==> config.mk <==
export PLATFORM = sky130hd
export DESIGN_NAME = i2c_responder
export DESIGN_NICKNAME = d
export VERILOG_FILES = /design/src/rtl/i2c_responder.sv
export SDC_FILE = /design/constraint.sdc
export NUM_CORES = 2
export LEC_CHECK = 0
export CELL_PAD_IN_SITES_DETAIL_PLACEMENT = 0
export CELL_PAD_IN_SITES_GLOBAL_PLACEMENT = 1
export CORE_ASPECT_RATIO = 1.25
export CORE_MARGIN = 5
export CORE_UTILIZATION = 55
export DETAILED_ROUTE_END_ITERATION = 8
export PLACE_DENSITY_LB_ADDON = 0.1
export SYNTH_ARGS = -nofsm -noshare
export SYNTH_HDL_FRONTEND = slang
export SYNTH_SLANG_ARGS = --single-unit
==> constraint.sdc <==
create_clock -name clk_i -period 9.7 [get_ports clk_i]
set_input_delay 2.425 -clock clk_i [delete_from_list [all_inputs] [get_ports clk_i]]
set_output_delay 2.425 -clock clk_i [all_outputs]
set_load 0.05 [all_outputs]
==> src/rtl/i2c_responder.sv <==
// I2C target with a 256 x 8 register file: pointer byte, then sequential writes or reads.
// Bus inputs are 2-flop synchronised; SDA changes only on synchronised SCL falls and SCL is never stretched.
module i2c_responder #(
   parameter logic [6:0] DEVICE_ADDR = 7'h39,
   parameter logic [7:0] REG_RESET   = 8'h00
) (
   input  logic       clk_i,
   input  logic       rst_i,
   input  logic       scl_i,
   input  logic       sda_i,
   output logic       sda_drive_low_o,
   input  logic [7:0] reg_addr_i,
   output logic [7:0] reg_rdata_o,
   output logic       write_strobe_o,
   output logic [7:0] write_addr_o,
   output logic [7:0] write_data_o,
   output logic       busy_o
);

   typedef enum logic [3:0] {
      S_IDLE, S_ADDR, S_ADDR_ACK, S_PTR, S_PTR_ACK,
      S_WDATA, S_WDATA_ACK, S_RDATA, S_RDATA_ACK, S_WAIT_STOP
   } state_t;

   state_t      state_q, state_d;
   logic        scl_meta_q, scl_sync_q, scl_prev_q;
   logic        sda_meta_q, sda_sync_q, sda_prev_q;
   logic [3:0]  bit_cnt_q, bit_cnt_d;
   logic [7:0]  shift_q, shift_d;
   logic [7:0]  tx_q, tx_d;
   logic [7:0]  ptr_q, ptr_d;
   logic        ptr_rcvd_q, ptr_rcvd_d;
   logic        mack_q, mack_d;
   logic        sda_low_q, sda_low_d;
   logic        busy_q, busy_d;
   logic        strobe_q, strobe_d;
   logic [7:0]  waddr_q, waddr_d;
   logic [7:0]  wdata_q, wdata_d;
   logic [7:0]  rdata_q;
   logic [7:0]  regs_q [256];

   logic        scl_rise, scl_fall, start_det, stop_det, byte_done, addr_match;
   logic [7:0]  ptr_inc;

   // Synchronisers run freely so the edge history is valid as soon as reset drops.
   always_ff @(posedge clk_i) begin
      scl_meta_q <= scl_i;
      scl_sync_q <= scl_meta_q;
      scl_prev_q <= scl_sync_q;
      sda_meta_q <= sda_i;
      sda_sync_q <= sda_meta_q;
      sda_prev_q <= sda_sync_q;
   end

   assign scl_rise   = scl_sync_q & ~scl_prev_q;
   assign scl_fall   = ~scl_sync_q & scl_prev_q;
   assign start_det  = scl_sync_q & scl_prev_q & sda_prev_q & ~sda_sync_q;
   assign stop_det   = scl_sync_q & scl_prev_q & ~sda_prev_q & sda_sync_q;
   assign byte_done  = (bit_cnt_q == 4'd8);
   assign addr_match = (shift_q[7:1] == DEVICE_ADDR);
   assign ptr_inc    = ptr_q + 8'd1;

   always_ff @(posedge clk_i) begin
      if (rst_i) state_q <= S_IDLE;
      else       state_q <= state_d;
   end

   always_comb begin
      state_d = state_q;
      if (stop_det) begin
         state_d = S_IDLE;
      end else if (start_det) begin
         state_d = S_ADDR;
      end else if (scl_fall) begin
         unique case (state_q)
            S_ADDR:      if (byte_done) state_d = addr_match ? S_ADDR_ACK : S_WAIT_STOP;
            S_ADDR_ACK:  state_d = shift_q[0] ? S_RDATA : (ptr_rcvd_q ? S_WDATA : S_PTR);
            S_PTR:       if (byte_done) state_d = S_PTR_ACK;
            S_PTR_ACK:   state_d = S_WDATA;
            S_WDATA:     if (byte_done) state_d = S_WDATA_ACK;
            S_WDATA_ACK: state_d = S_WDATA;
            S_RDATA:     if (byte_done) state_d = S_RDATA_ACK;
            S_RDATA_ACK: state_d = mack_q ? S_WAIT_STOP : S_RDATA;
            default:     state_d = state_q;
         endcase
      end
   end

   always_comb begin
      bit_cnt_d  = bit_cnt_q;
      shift_d    = shift_q;
      tx_d       = tx_q;
      ptr_d      = ptr_q;
      ptr_rcvd_d = ptr_rcvd_q;
      mack_d     = mack_q;
      sda_low_d  = sda_low_q;
      busy_d     = busy_q;
      strobe_d   = 1'b0;
      waddr_d    = waddr_q;
      wdata_d    = wdata_q;
      if (stop_det) begin
         sda_low_d = 1'b0;
         busy_d    = 1'b0;
      end else if (start_det) begin
         bit_cnt_d  = 4'd0;
         sda_low_d  = 1'b0;
         ptr_rcvd_d = 1'b0;
      end else if (scl_rise) begin
         unique case (state_q)
            S_ADDR, S_PTR, S_WDATA: begin
               shift_d   = {shift_q[6:0], sda_sync_q};
               bit_cnt_d = bit_cnt_q + 4'd1;
            end
            S_RDATA:     bit_cnt_d = bit_cnt_q + 4'd1;
            S_RDATA_ACK: mack_d = sda_sync_q;
            default:     ;
         endcase
      end else if (scl_fall) begin
         unique case (state_q)
            S_ADDR: if (byte_done) begin
               sda_low_d = addr_match;
               busy_d    = addr_match;
            end
            S_ADDR_ACK: begin
               bit_cnt_d = 4'd0;
               if (shift_q[0]) begin
                  tx_d      = regs_q[ptr_q];
                  sda_low_d = ~regs_q[ptr_q][7];
               end else begin
                  sda_low_d = 1'b0;
               end
            end
            S_PTR: if (byte_done) begin
               ptr_d      = shift_q;
               ptr_rcvd_d = 1'b1;
               sda_low_d  = 1'b1;
            end
            S_WDATA: if (byte_done) begin
               sda_low_d = 1'b1;
               strobe_d  = 1'b1;
               waddr_d   = ptr_q;
               wdata_d   = shift_q;
            end
            S_PTR_ACK: begin
               bit_cnt_d = 4'd0;
               sda_low_d = 1'b0;
            end
            S_WDATA_ACK: begin
               bit_cnt_d = 4'd0;
               sda_low_d = 1'b0;
               ptr_d     = ptr_inc;
            end
            S_RDATA: begin
               if (byte_done) begin
                  sda_low_d = 1'b0;
               end else begin
                  tx_d      = {tx_q[6:0], 1'b0};
                  sda_low_d = ~tx_q[6];
               end
            end
            S_RDATA_ACK: begin
               if (mack_q) begin
                  sda_low_d = 1'b0;
               end else begin
                  bit_cnt_d = 4'd0;
                  ptr_d     = ptr_inc;
                  tx_d      = regs_q[ptr_inc];
                  sda_low_d = ~regs_q[ptr_inc][7];
               end
            end
            default: ;
         endcase
      end
   end

   always_ff @(posedge clk_i) begin
      if (rst_i) begin
         bit_cnt_q  <= 4'd0;
         shift_q    <= 8'h00;
         tx_q       <= 8'h00;
         ptr_q      <= 8'h00;
         ptr_rcvd_q <= 1'b0;
         mack_q     <= 1'b1;
         sda_low_q  <= 1'b0;
         busy_q     <= 1'b0;
         strobe_q   <= 1'b0;
         waddr_q    <= 8'h00;
         wdata_q    <= 8'h00;
         rdata_q    <= 8'h00;
         for (int i = 0; i < 256; i++) regs_q[i] <= REG_RESET;
      end else begin
         bit_cnt_q  <= bit_cnt_d;
         shift_q    <= shift_d;
         tx_q       <= tx_d;
         ptr_q      <= ptr_d;
         ptr_rcvd_q <= ptr_rcvd_d;
         mack_q     <= mack_d;
         sda_low_q  <= sda_low_d;
         busy_q     <= busy_d;
         strobe_q   <= strobe_d;
         waddr_q    <= waddr_d;
         wdata_q    <= wdata_d;
         // Tap samples the array before this edge's write lands: old value now, new value next cycle.
         rdata_q    <= regs_q[reg_addr_i];
         if (strobe_d) regs_q[ptr_q] <= shift_q;
      end
   end

   assign sda_drive_low_o = sda_low_q;
   assign busy_o          = busy_q;
   assign write_strobe_o  = strobe_q;
   assign write_addr_o    = waddr_q;
   assign write_data_o    = wdata_q;
   assign reg_rdata_o     = rdata_q;

endmodule

==> impl_metrics.py <==
metrics = {
    "pwr": {
        "powerDensity_nw_per_um2": 158,
        "total_power_w": 0.0216,
        "ir_worst_vdd_v": 0.000194,
        "leakagePower_nw": 40.5,
    },
    "sta": {
        "whs_ps": 336,
        "clock_skew_ps": 40.9,
        "setup_violations": 0,
        "post-route-min-period_ps": 6890,
        "max-slew-margin-rel_pct": -3.08,
        "finalSetupTns_ps": 0,
        "grt_setup_unrepaired": "no",
        "drv_slew": 10,
        "max_freq_mhz": 145,
        "worst-slew-pin-transition_ps": 1540,
        "final_hold_viol_count": 0,
        "finalCritPeriodShare_pct": 71.0,
    },
    "cts": {
        "cts.clk_slew.worst_paths_ps": 70,
        "postCtsSetupRepairBufs": 0,
        "postCtsHoldBufs": 0,
        "cts_tree": "done",
        "post_cts_resized": 0,
        "cts_made_buffers": 224,
        "h-tree-depth": 4,
        "cts_buffer_depth": 4,
        "clock-sinks": 2122,
        "insertion_delay_ps": 950,
        "cts_root_buf": "clkbuf_16",
    },
    "grt": {
        "track_usage_pct": 50.9,
        "grt_pass1_wl_mm": 804,
        "antenna_found_initial": 78,
        "grt_max_degree": 131,
        "grt_pass1_vias": 87500,
        "grt-ovfl-total": 0,
    },
    "critical_path": {
        "cp.required_ps": 10510,
        "worstSetupEndpointType": "flip-flop",
        "r2r_cells": 10,
        "path_max_fanout": 38,
        "arrival_ps": 7700,
        "crit_type": "flip-flop to flip-flop",
        "start_kind": "flip-flop",
    },
    "synthesis": {
        "netlist_top_cells_area": "edfxtp_1 49%, mux4_2 33%, nor2_1 6.4%",
        "async_reset_ff_share_pct": 0,
        "yosysTopAreaCell": "edfxtp_1",
        "synth_nets": 8577,
        "ys_ff_latch": 2122,
        "netlist_instances": 8555,
        "avgSynthCellArea_um2": 14.7,
        "synth_top_area_share_pct": 48.7,
        "syn-cell-area_um2": 126000,
        "ys_seq_area_share_pct": 49.9,
        "synth_top_flop_cell": "edfxtp_1",
        "yosysWarnings": 0,
        "yosysMostFrequentCell": "nor2_1",
        "synth_edf_count": 2048,
        "synth_commonest_cells": "2,140 x nor2_1, 2,048 x edfxtp_1, 1,829 x mux4_2",
        "yosysUniqueCellTypes": 76,
    },
    "finish": {
        "areaGrowthSynthToFinish_pct": 8.77,
        "fin_nets": 8243,
        "drive_gt1_share_pct": 32.2,
        "multiInputGateArea_um2": 59400,
        "seqCellArea_um2": 63000,
        "nFillCells": 17400,
    },
    "drt": {
        "top_layer": "met5",
        "via_count": 95800,
        "route.met2.wl_mm": 250,
        "wl_met3_mm": 118,
        "wl_met1_mm": 186,
        "drt_iter0_drc": 20200,
        "first_pass_iters": 6,
        "wl_per_cell_um": 53.3,
        "wirelength_mm": 615,
        "drc": 0,
        "drt-vias-per-instance": 8.32,
        "ant_nets": 0,
    },
    "die": {
        "io_pins": 39,
        "rows": 196,
        "dieArea_um2": 239000,
        "die_w_um": 438,
        "die_h_um": 545,
        "core-area_um2": 228000,
        "start_util_pct": 55.3,
    },
    "outcome": {
        "failed_checks": "max-capacitance violations, max-slew violations",
        "status": "finished with violations",
    },
    "placement": {
        "hpwl_mm": 407,
        "place_congestion": 1.07,
        "port_buffers": 38,
    },
    "hold_path": {
        "min_delay_path_depth": 0,
        "worstHoldPathType": "flip-flop to flip-flop",
    },
    "run": {
        "maxCapViolCount": 2,
    },
}
[cell usage in the layout (no fill, tap or decap), types with 77 or more instances in the layout]
cell	instances
nor2_1	2136
edfxtp_1	2048
mux4_2	1829
buf_4	347
nand2_1	267
o21bai_1	247
clkbuf_16	227
mux2i_1	180
a21oi_1	84
nand2_2	83
nand3_1	77
[layout make-up]
class,instances,share of cell area [%]
Inverter,21,0.0629
Multi-Input combinational cell,5441,43.3
Clock buffer,253,4.22
Clock inverter,140,1.03
Sequential cell,2122,45.9
Antenna cell,68,0.124
Tap cell,3069,2.80
Timing Repair Buffer,411,2.56
[through the flow]
stage / worst slack [ps] / cell area, um2 / util (%) / instances
finish: 2810 / 137000 / 60.1 / 11500
global placement: 3080 / 130000 / 56.9 / 11100
global route: 3040 / 137000 / 60.0 / 11500
CTS: 3550 / 137000 / 60.0 / 11500
detailed placement: 2930 / 130000 / 56.9 / 11100
floorplan: 4600 / 126000 / - / 8555
[logic make-up after synthesis]
logic type	Yosys count	synth area share [%]
compound gates	619	3.55
flops	2122	49.9
xor+xnor	10	0.0754
mux	2016	34.1
simple gates	2786	8.81
buf+inv	992	3.41
fa+ha+maj	10	0.0992
[power breakdown]
part / leakage (nW) / total (W) / internal, W / switching, W
sequential: 20.7 / 0.0108 / 0.0104 / 0.000352
combinational: 16.3 / 0.00198 / 0.000862 / 0.00112
clock: 3.51 / 0.00889 / 0.00495 / 0.00394
[worst paths after layout]
path / startpoint / end / slack (ps)
worst min-delay path: sda_meta_q / sda_sync_q / 340
worst max register to register: ptr_q[0] / sda_drive_low_o / 2810
worst max-delay path: ptr_q[0] / sda_drive_low_o / 2810
worst min register to register: sda_meta_q / sda_sync_q / 340
[metal layers]
| metal | vias up | global-route usage [%] |
|---|---|---|
| met4 | 46 | 38.6 |
| met5 | - | 1.37 |
| li1 | 33400 | - |
| met2 | 10900 | 67.2 |
| met1 | 49100 | 61.4 |
| met3 | 2348 | 28.9 |
[critical path, cell delays in order (launching register included)]
cell	delay, ps
dfxtp_4	720
clkinv_1	980
ha_4	1270
buf_4	740
mux4_2	360
nor2_1	60
a221oi_1	1110
o22ai_1	500
o41ai_1	550
o22a_1	270
o41ai_1	80
[registers in the layout, indices dropped and copies added (netlist names), 4 cells and up, named ones only]
name	cells
bit_cnt_q	4
ptr_q	8
reg_rdata_o	8
regs_q	2048
shift_q	8
state_q	4
tx_q	7
write_addr_o	8
write_data_o	8
No activity file was read; power rests on OpenSTA's default activity.
